--- config.mk ---
export PLATFORM = sky130hd
export DESIGN_NAME = recirc_lanes_flat
export DESIGN_NICKNAME = d
export VERILOG_FILES = /design/src/rtl/recirc_pkg.sv /design/src/rtl/recirc_lanes_if.sv /design/src/rtl/recirc_lane.sv /design/src/rtl/recirc_lanes.sv /design/src/flat_wrapper.sv
export SDC_FILE = /design/constraint.sdc
export NUM_CORES = 1
export LEC_CHECK = 0
export BUFFER_PORTS_ARGS = -buffer_cell sky130_fd_sc_hd__buf_2
export CAP_MARGIN = 20
export CORE_ASPECT_RATIO = 0.6
export CORE_UTILIZATION = 52
export CTS_BUF_LIST = sky130_fd_sc_hd__clkbuf_4 sky130_fd_sc_hd__clkbuf_8
export CTS_CLUSTER_SIZE = 10
export DETAILED_ROUTE_END_ITERATION = 16
export PLACE_DENSITY = 0.93
export SYNTH_ARGS = -nofsm -noshare
export SYNTH_HDL_FRONTEND = slang
export SYNTH_SLANG_ARGS = --single-unit
--- constraint.sdc ---
create_clock -name clk -period 5.1 [get_ports clk]
set_input_delay 1.02 -clock clk [delete_from_list [all_inputs] [get_ports clk]]
set_output_delay 1.02 -clock clk [all_outputs]
set_load 0.01 [all_outputs]
--- src/rtl/recirc_pkg.sv ---
// Shared definitions for the recirculation stage.
// Contents: 2-bit mode type and its encodings.
package recirc_pkg;

  typedef enum logic [1:0] {
    ST_RESET   = 2'd0,
    ST_RECIRC  = 2'd1,
    ST_FORWARD = 2'd2,
    ST_UNUSED  = 2'd3
  } mode_t;

endpackage

--- src/rtl/recirc_lanes_if.sv ---
// Lane bus between the packet source, the recirculation stage and the lane FIFOs.
// master: source/tester side (drives lane inputs and FIFO status, observes outputs)
// slave : recirculation stage (consumes lane inputs, drives forward/recirc paths)
interface recirc_lanes_if #(
  parameter int LANES  = 4,
  parameter int DATA_W = 8
);
  logic [LANES-1:0]        valid_in;
  logic [LANES*DATA_W-1:0] data_in;
  logic [LANES-1:0]        fifo_full;
  logic [LANES-1:0]        valid_fwd;
  logic [LANES*DATA_W-1:0] data_fwd;
  logic [LANES-1:0]        valid_recirc;
  logic [LANES*DATA_W-1:0] data_recirc;

  modport master (
    output valid_in, data_in, fifo_full,
    input  valid_fwd, data_fwd, valid_recirc, data_recirc
  );

  modport slave (
    input  valid_in, data_in, fifo_full,
    output valid_fwd, data_fwd, valid_recirc, data_recirc
  );
endinterface

--- src/rtl/recirc_lane.sv ---
// One lane of the recirculation stage: routing decision plus output registers.
// Ports: clk, reset_L (async active-low), active (mode is not RESET), idle,
//        valid/data/full (lane input and FIFO status), take_fwd/take_recirc
//        (combinational routing decision, used for the counters), registered
//        forward and recirculation outputs.
module recirc_lane #(
  parameter int DATA_W = 8
) (
  input  logic              clk,
  input  logic              reset_L,
  input  logic              active,
  input  logic              idle,
  input  logic              valid,
  input  logic [DATA_W-1:0] data,
  input  logic              full,
  output logic              take_fwd,
  output logic              take_recirc,
  output logic              valid_fwd,
  output logic [DATA_W-1:0] data_fwd,
  output logic              valid_recirc,
  output logic [DATA_W-1:0] data_recirc
);

  // Routing follows the sampled idle, not the mode, so the word arriving
  // with idle rising is forwarded immediately.
  assign take_fwd    = active && valid && idle && !full;
  assign take_recirc = active && valid && !take_fwd;

  always_ff @(posedge clk or negedge reset_L) begin
    if (!reset_L) begin
      valid_fwd    <= 1'b0;
      data_fwd     <= '0;
      valid_recirc <= 1'b0;
      data_recirc  <= '0;
    end else begin
      valid_fwd    <= take_fwd;
      data_fwd     <= take_fwd ? data : '0;
      valid_recirc <= take_recirc;
      data_recirc  <= take_recirc ? data : '0;
    end
  end

endmodule

--- src/rtl/recirc_lanes.sv ---
// Recirculation stage between packet source and per-lane input FIFOs.
// Ports: clk, reset_L (async active-low), idle (1 = forward mode),
//        clear_cnt (sync counter clear), bus (lane bus, slave side),
//        state (current mode), fwd_count/recirc_count (saturating totals).
//
// state      | meaning
// ST_RESET   | first cycle after reset, inputs discarded
// ST_RECIRC  | idle low, all words recirculated
// ST_FORWARD | idle high, words forwarded unless lane FIFO full
// ST_UNUSED  | illegal, recovers to ST_RECIRC
module recirc_lanes
  import recirc_pkg::*;
#(
  parameter int LANES  = 4,
  parameter int DATA_W = 8,
  parameter int CNT_W  = 16
) (
  input  logic             clk,
  input  logic             reset_L,
  input  logic             idle,
  input  logic             clear_cnt,
  recirc_lanes_if.slave    bus,
  output logic [1:0]       state,
  output logic [CNT_W-1:0] fwd_count,
  output logic [CNT_W-1:0] recirc_count
);

  localparam int PW = $clog2(LANES + 1);

  mode_t state_q, state_d;

  logic [LANES-1:0]        take_fwd, take_recirc;
  logic [LANES-1:0]        vf_q, vr_q;
  logic [LANES*DATA_W-1:0] df_q, dr_q;
  logic [PW-1:0]           fwd_pop, recirc_pop;
  logic [CNT_W:0]          fwd_sum, recirc_sum;
  logic [CNT_W-1:0]        fwd_cnt_q, recirc_cnt_q;
  logic                    active;

  assign active = (state_q != ST_RESET);

  always_ff @(posedge clk or negedge reset_L) begin
    if (!reset_L) state_q <= ST_RESET;
    else          state_q <= state_d;
  end

  always_comb begin
    state_d = ST_RECIRC;
    case (state_q)
      ST_RESET:   state_d = ST_RECIRC;
      ST_RECIRC:  state_d = idle ? ST_FORWARD : ST_RECIRC;
      ST_FORWARD: state_d = idle ? ST_FORWARD : ST_RECIRC;
      default:    state_d = ST_RECIRC;
    endcase
  end

  for (genvar i = 0; i < LANES; i++) begin : g_lane
    recirc_lane #(.DATA_W(DATA_W)) u_lane (
      .clk          (clk),
      .reset_L      (reset_L),
      .active       (active),
      .idle         (idle),
      .valid        (bus.valid_in[i]),
      .data         (bus.data_in[i*DATA_W +: DATA_W]),
      .full         (bus.fifo_full[i]),
      .take_fwd     (take_fwd[i]),
      .take_recirc  (take_recirc[i]),
      .valid_fwd    (vf_q[i]),
      .data_fwd     (df_q[i*DATA_W +: DATA_W]),
      .valid_recirc (vr_q[i]),
      .data_recirc  (dr_q[i*DATA_W +: DATA_W])
    );
  end

  assign bus.valid_fwd    = vf_q;
  assign bus.data_fwd     = df_q;
  assign bus.valid_recirc = vr_q;
  assign bus.data_recirc  = dr_q;

  always_comb begin
    fwd_pop    = '0;
    recirc_pop = '0;
    for (int i = 0; i < LANES; i++) begin
      fwd_pop    = fwd_pop + PW'(take_fwd[i]);
      recirc_pop = recirc_pop + PW'(take_recirc[i]);
    end
  end

  // One extra bit catches the carry; a set carry means saturate.
  assign fwd_sum    = {1'b0, fwd_cnt_q} + (CNT_W+1)'(fwd_pop);
  assign recirc_sum = {1'b0, recirc_cnt_q} + (CNT_W+1)'(recirc_pop);

  always_ff @(posedge clk or negedge reset_L) begin
    if (!reset_L) begin
      fwd_cnt_q    <= '0;
      recirc_cnt_q <= '0;
    end else if (clear_cnt) begin
      fwd_cnt_q    <= '0;
      recirc_cnt_q <= '0;
    end else begin
      fwd_cnt_q    <= fwd_sum[CNT_W] ? '1 : fwd_sum[CNT_W-1:0];
      recirc_cnt_q <= recirc_sum[CNT_W] ? '1 : recirc_sum[CNT_W-1:0];
    end
  end

  assign state        = state_q;
  assign fwd_count    = fwd_cnt_q;
  assign recirc_count = recirc_cnt_q;

endmodule

--- src/flat_wrapper.sv ---
// flat-port wrapper written by rule: the top's interface ports become plain ports
module recirc_lanes_flat import recirc_pkg::*;
#(
  parameter int LANES  = 4,
  parameter int DATA_W = 8,
  parameter int CNT_W  = 16
)
  (clk, reset_L, idle, clear_cnt, state, fwd_count, recirc_count, bus_valid_in, bus_data_in, bus_fifo_full, bus_valid_fwd, bus_data_fwd, bus_valid_recirc, bus_data_recirc);
  recirc_lanes_if #(.LANES(LANES), .DATA_W(DATA_W)) bus_i ();
  input  logic clk;
  input  logic reset_L;
  input  logic idle;
  input  logic clear_cnt;
  output logic [1:0] state;
  output logic [CNT_W-1:0] fwd_count;
  output logic [CNT_W-1:0] recirc_count;
  input wire logic [$bits(bus_i.valid_in)-1:0] bus_valid_in;
  input wire logic [$bits(bus_i.data_in)-1:0] bus_data_in;
  input wire logic [$bits(bus_i.fifo_full)-1:0] bus_fifo_full;
  output wire logic [$bits(bus_i.valid_fwd)-1:0] bus_valid_fwd;
  output wire logic [$bits(bus_i.data_fwd)-1:0] bus_data_fwd;
  output wire logic [$bits(bus_i.valid_recirc)-1:0] bus_valid_recirc;
  output wire logic [$bits(bus_i.data_recirc)-1:0] bus_data_recirc;
  assign bus_i.valid_in = bus_valid_in;
  assign bus_i.data_in = bus_data_in;
  assign bus_i.fifo_full = bus_fifo_full;
  assign bus_valid_fwd = bus_i.valid_fwd;
  assign bus_data_fwd = bus_i.data_fwd;
  assign bus_valid_recirc = bus_i.valid_recirc;
  assign bus_data_recirc = bus_i.data_recirc;
  recirc_lanes #(.LANES(LANES), .DATA_W(DATA_W), .CNT_W(CNT_W)) u_core (.clk(clk), .reset_L(reset_L), .idle(idle), .clear_cnt(clear_cnt), .bus(bus_i), .state(state), .fwd_count(fwd_count), .recirc_count(recirc_count));
endmodule
==> impl_metrics.json <==
{
  "outcome": "finished, final reports clean",
  "fp.dieH_um": 73.1,
  "die_w_um": 120,
  "hold_buffers": 0,
  "endpoint": "u_core.recirc_count[14]$_DFF_PN0_",
  "drcViolationCount": 0,
  "post_cts_buffers": 0,
  "hpwl_um": 7180,
  "hold_viol": 0,
  "fillers": 621,
  "grt_pass1_vias": 3092,
  "max-vdd-ir-drop_mv": 0.201,
  "critical_path_peak_fanout": 5,
  "ys_warn_count": 0,
  "insertion_delay_ns": 0.36,
  "yosysSeqAreaShare_pct": 60.6,
  "drt_pre_antenna_iters": 4,
  "path_clk_slew_ns": 0.10,
  "placement.io_buffers": 149,
  "layout_commonest_cell": "buf_2",
  "layout_common_cells": "buf_2, dfrtp_1, and2_1",
  "end_kind": "flop",
  "cts_resized": 0,
  "grtUsageTotal_pct": 23.2,
  "fmax_ghz": 0.245,
  "synth_cell_types": 44,
  "finalCriticalPeriod_ns": 4.08,
  "rr_endpoint": "u_core.recirc_count[14]$_DFF_PN0_",
  "io_pins": 150,
  "wl_per_cell_um": 15.6,
  "overflow": 0,
  "postRouteAntennaNets": 0,
  "cp-startpoint": "idle",
  "setup_viol": 0,
  "cts_made_buffers": 9,
  "dp_slack_ns": 0.653,
  "postSynthCellCount": 360,
  "fin_tns_setup_ns": 0,
  "grt_max_degree": 55,
  "cp.arrival_ns": 4.33,
  "r2r_cells": 14,
  "crit_type": "in2reg",
  "wirelength_um": 9660,
  "tightest_slew_ns": 0.661,
  "timing.final.ws_setup_ns": 1.02,
  "avgSynthCellArea_um2": 12.2,
  "timing.final.crit_share_pct": 80.0,
  "r2r_start": "u_core.state[1]$_DFF_PN0_",
  "relSlewSlack_pct": 55.9,
  "grt_pass1_wl_um": 15300,
  "rsz0062_at_grt": "no",
  "diodes": 0,
  "drtIter0Drc": 157,
  "totalPowerFinal_mw": 1.88,
  "netlist_area_um2": 4380,
  "vias": 3195,
  "rows": 25,
  "final_net_count": 564,
  "hold_path_class": "reg2reg",
  "p_leak_nw": 2.96,
  "syn_nets": 419,
  "startpoint_type": "input pin",
  "via_per_inst": 5.17,
  "antenna_found_initial": 0,
  "die_area_um2": 8810,
  "skew_ns": 0.00880,
  "worstPathRequired_ns": 5.35,
  "synth-seq-cells": 106,
  "drive_gt1_share_pct": 35.1,
  "dpl-instance-area_um2": 5190,
  "slew_violations": 0,
  "cts.sinks": 106,
  "clockBufferDepth": 2,
  "globalplace.congestion": 0.830,
  "p_per_area_nw_per_um2": 348,
  "start_util_pct": 54.7,
  "core-area_um2": 8010,
  "cts_tree": "yes",
  "synthToLayoutAreaGrowth_pct": 23.2,
  "cts-root-buf": "clkbuf_8",
  "drv_cap": 0,
  "h-tree-depth": 3,
  "stdcell_area_um2": 5400,
  "r2r_slack_ns": 1.19
}
[Yosys cell counts, drive strengths merged]
master / instances / area (um2)
inv: 19 / 71.3
a2111o: 1 / 11.3
o2111ai: 3 / 26.3
nand3: 7 / 35.0
xnor2: 5 / 43.8
a21boi: 1 / 7.51
dfrtp: 106 / 2650
nand2b: 1 / 6.26
fa: 4 / 80.1
o21ai: 11 / 55.1
nand4: 3 / 33.8
or4: 1 / 8.76
and3b: 4 / 35.0
ha: 11 / 138
nor3: 1 / 5.00
nor2: 2 / 7.51
a2111oi: 1 / 15.0
a21o: 2 / 15.0
a21oi: 24 / 135
nand2: 6 / 22.5
o211ai: 5 / 37.5
and4: 3 / 26.3
and2: 67 / 419
mux2i: 1 / 10.0
a311oi: 2 / 17.5
o31ai: 1 / 7.51
clkbuf: 9 / 33.8
or3: 6 / 37.5
or2: 3 / 21.3
or4b: 1 / 10.0
o211a: 1 / 10.0
nor2b: 7 / 43.8
nor3b: 4 / 30.0
and3: 5 / 31.3
xor2: 11 / 96.3
a31oi: 10 / 62.6
buf: 11 / 81.3
[worst min path at each step]
stage | cells after the start | slack [ns] | from | endpoint
floorplan | 1 | 0.56 | u_core.recirc_count[15]$_DFF_PN0_ | u_core.recirc_count[15]$_DFF_PN0_
global placement | 1 | 0.54 | u_core.recirc_count[15]$_DFF_PN0_ | u_core.recirc_count[15]$_DFF_PN0_
detailed placement | 1 | 0.60 | u_core.recirc_count[15]$_DFF_PN0_ | u_core.recirc_count[15]$_DFF_PN0_
CTS | 2 | 0.62 | u_core.fwd_count[11]$_DFF_PN0_ | u_core.fwd_count[11]$_DFF_PN0_
global route | 1 | 0.65 | u_core.recirc_count[15]$_DFF_PN0_ | u_core.recirc_count[15]$_DFF_PN0_
finish | 2 | 0.62 | u_core.recirc_count[13]$_DFF_PN0_ | u_core.recirc_count[13]$_DFF_PN0_
[cell families (layout without fill, tap and decap cells)]
kind of cell / count (synthesis) / after routing / synth area share (%)
adders and majority gates: 15 / 15 / 4.97
and+or+nand+nor: 121 / 121 / 17.7
buffers and inverters: 39 / 189 / 4.26
xor gates and xnor gates: 16 / 16 / 3.20
AOI/OAI and AO/OA: 62 / 62 / 9.14
DFF: 106 / 106 / 60.6
muxes: 1 / 1 / 0.229
[layer usage]
| metal | up-vias | GRT usage, % | wire [um] | share of wire [%] |
|---|---|---|---|---|
| met3 | 21 | 8.20 | 824 | 8.5 |
| met2 | 132 | 35.4 | 4310 | 45 |
| met4 | 0 | 8.92 | 205 | 2.1 |
| li1 | 1498 | - | - | - |
| met1 | 1544 | 30.8 | 4320 | 45 |
| met5 | - | 0 | 0 | 0 |
[critical path, stage by stage]
cell and delay (ns):
buf_2 0.11, nor2b_1 0.13, nor3b_1 0.38, ha_1 0.31, inv_1 0.07, fa_1 0.40, inv_1 0.07, ha_1 0.18
inv_1 0.06, fa_1 0.42, nand2b_1 0.20, a2111oi_2 0.50, a21oi_1 0.14, a311oi_1 0.32
[flip-flops by register name, summed over array words and instances, names as in the netlist]
signal / cells
u_core.g_lane.u_lane.valid_recirc: 4
u_core.g_lane.u_lane.data_recirc: 32
u_core.fwd_count: 16
u_core.state: 2
u_core.recirc_count: 16
u_core.g_lane.u_lane.data_fwd: 32
u_core.g_lane.u_lane.valid_fwd: 4
[area by class of cell]
class	instances	area, um2	share of cell area [%]
Timing Repair Buffer	154	786	14.6
Clock buffer	10	138	2.55
Multi-Input combinational cell	215	1540	28.6
Clock inverter	6	72.6	1.34
Tap cell	108	135	2.50
Inverter	19	71.3	1.32
Sequential cell	106	2650	49.2
[through the flow]
stage          hold WS [ns]  cells  utilization (%)
2_1_floorplan         0.559    360                -
3_3_place_gp          0.535    602             64.8
3_5_place_dp          0.599    602             64.8
4_1_cts               0.624    618             67.4
5_1_grt               0.646    618             67.4
6_report              0.622    618             67.4
[power breakdown]
part	total [mW]	leakage, nW	internal (mW)	switching, mW
clock	0.532	0.109	0.247	0.286
combinational	0.392	1.41	0.168	0.224
sequential	0.951	1.44	0.917	0.0335
Power figures use the tool's default switching activity.
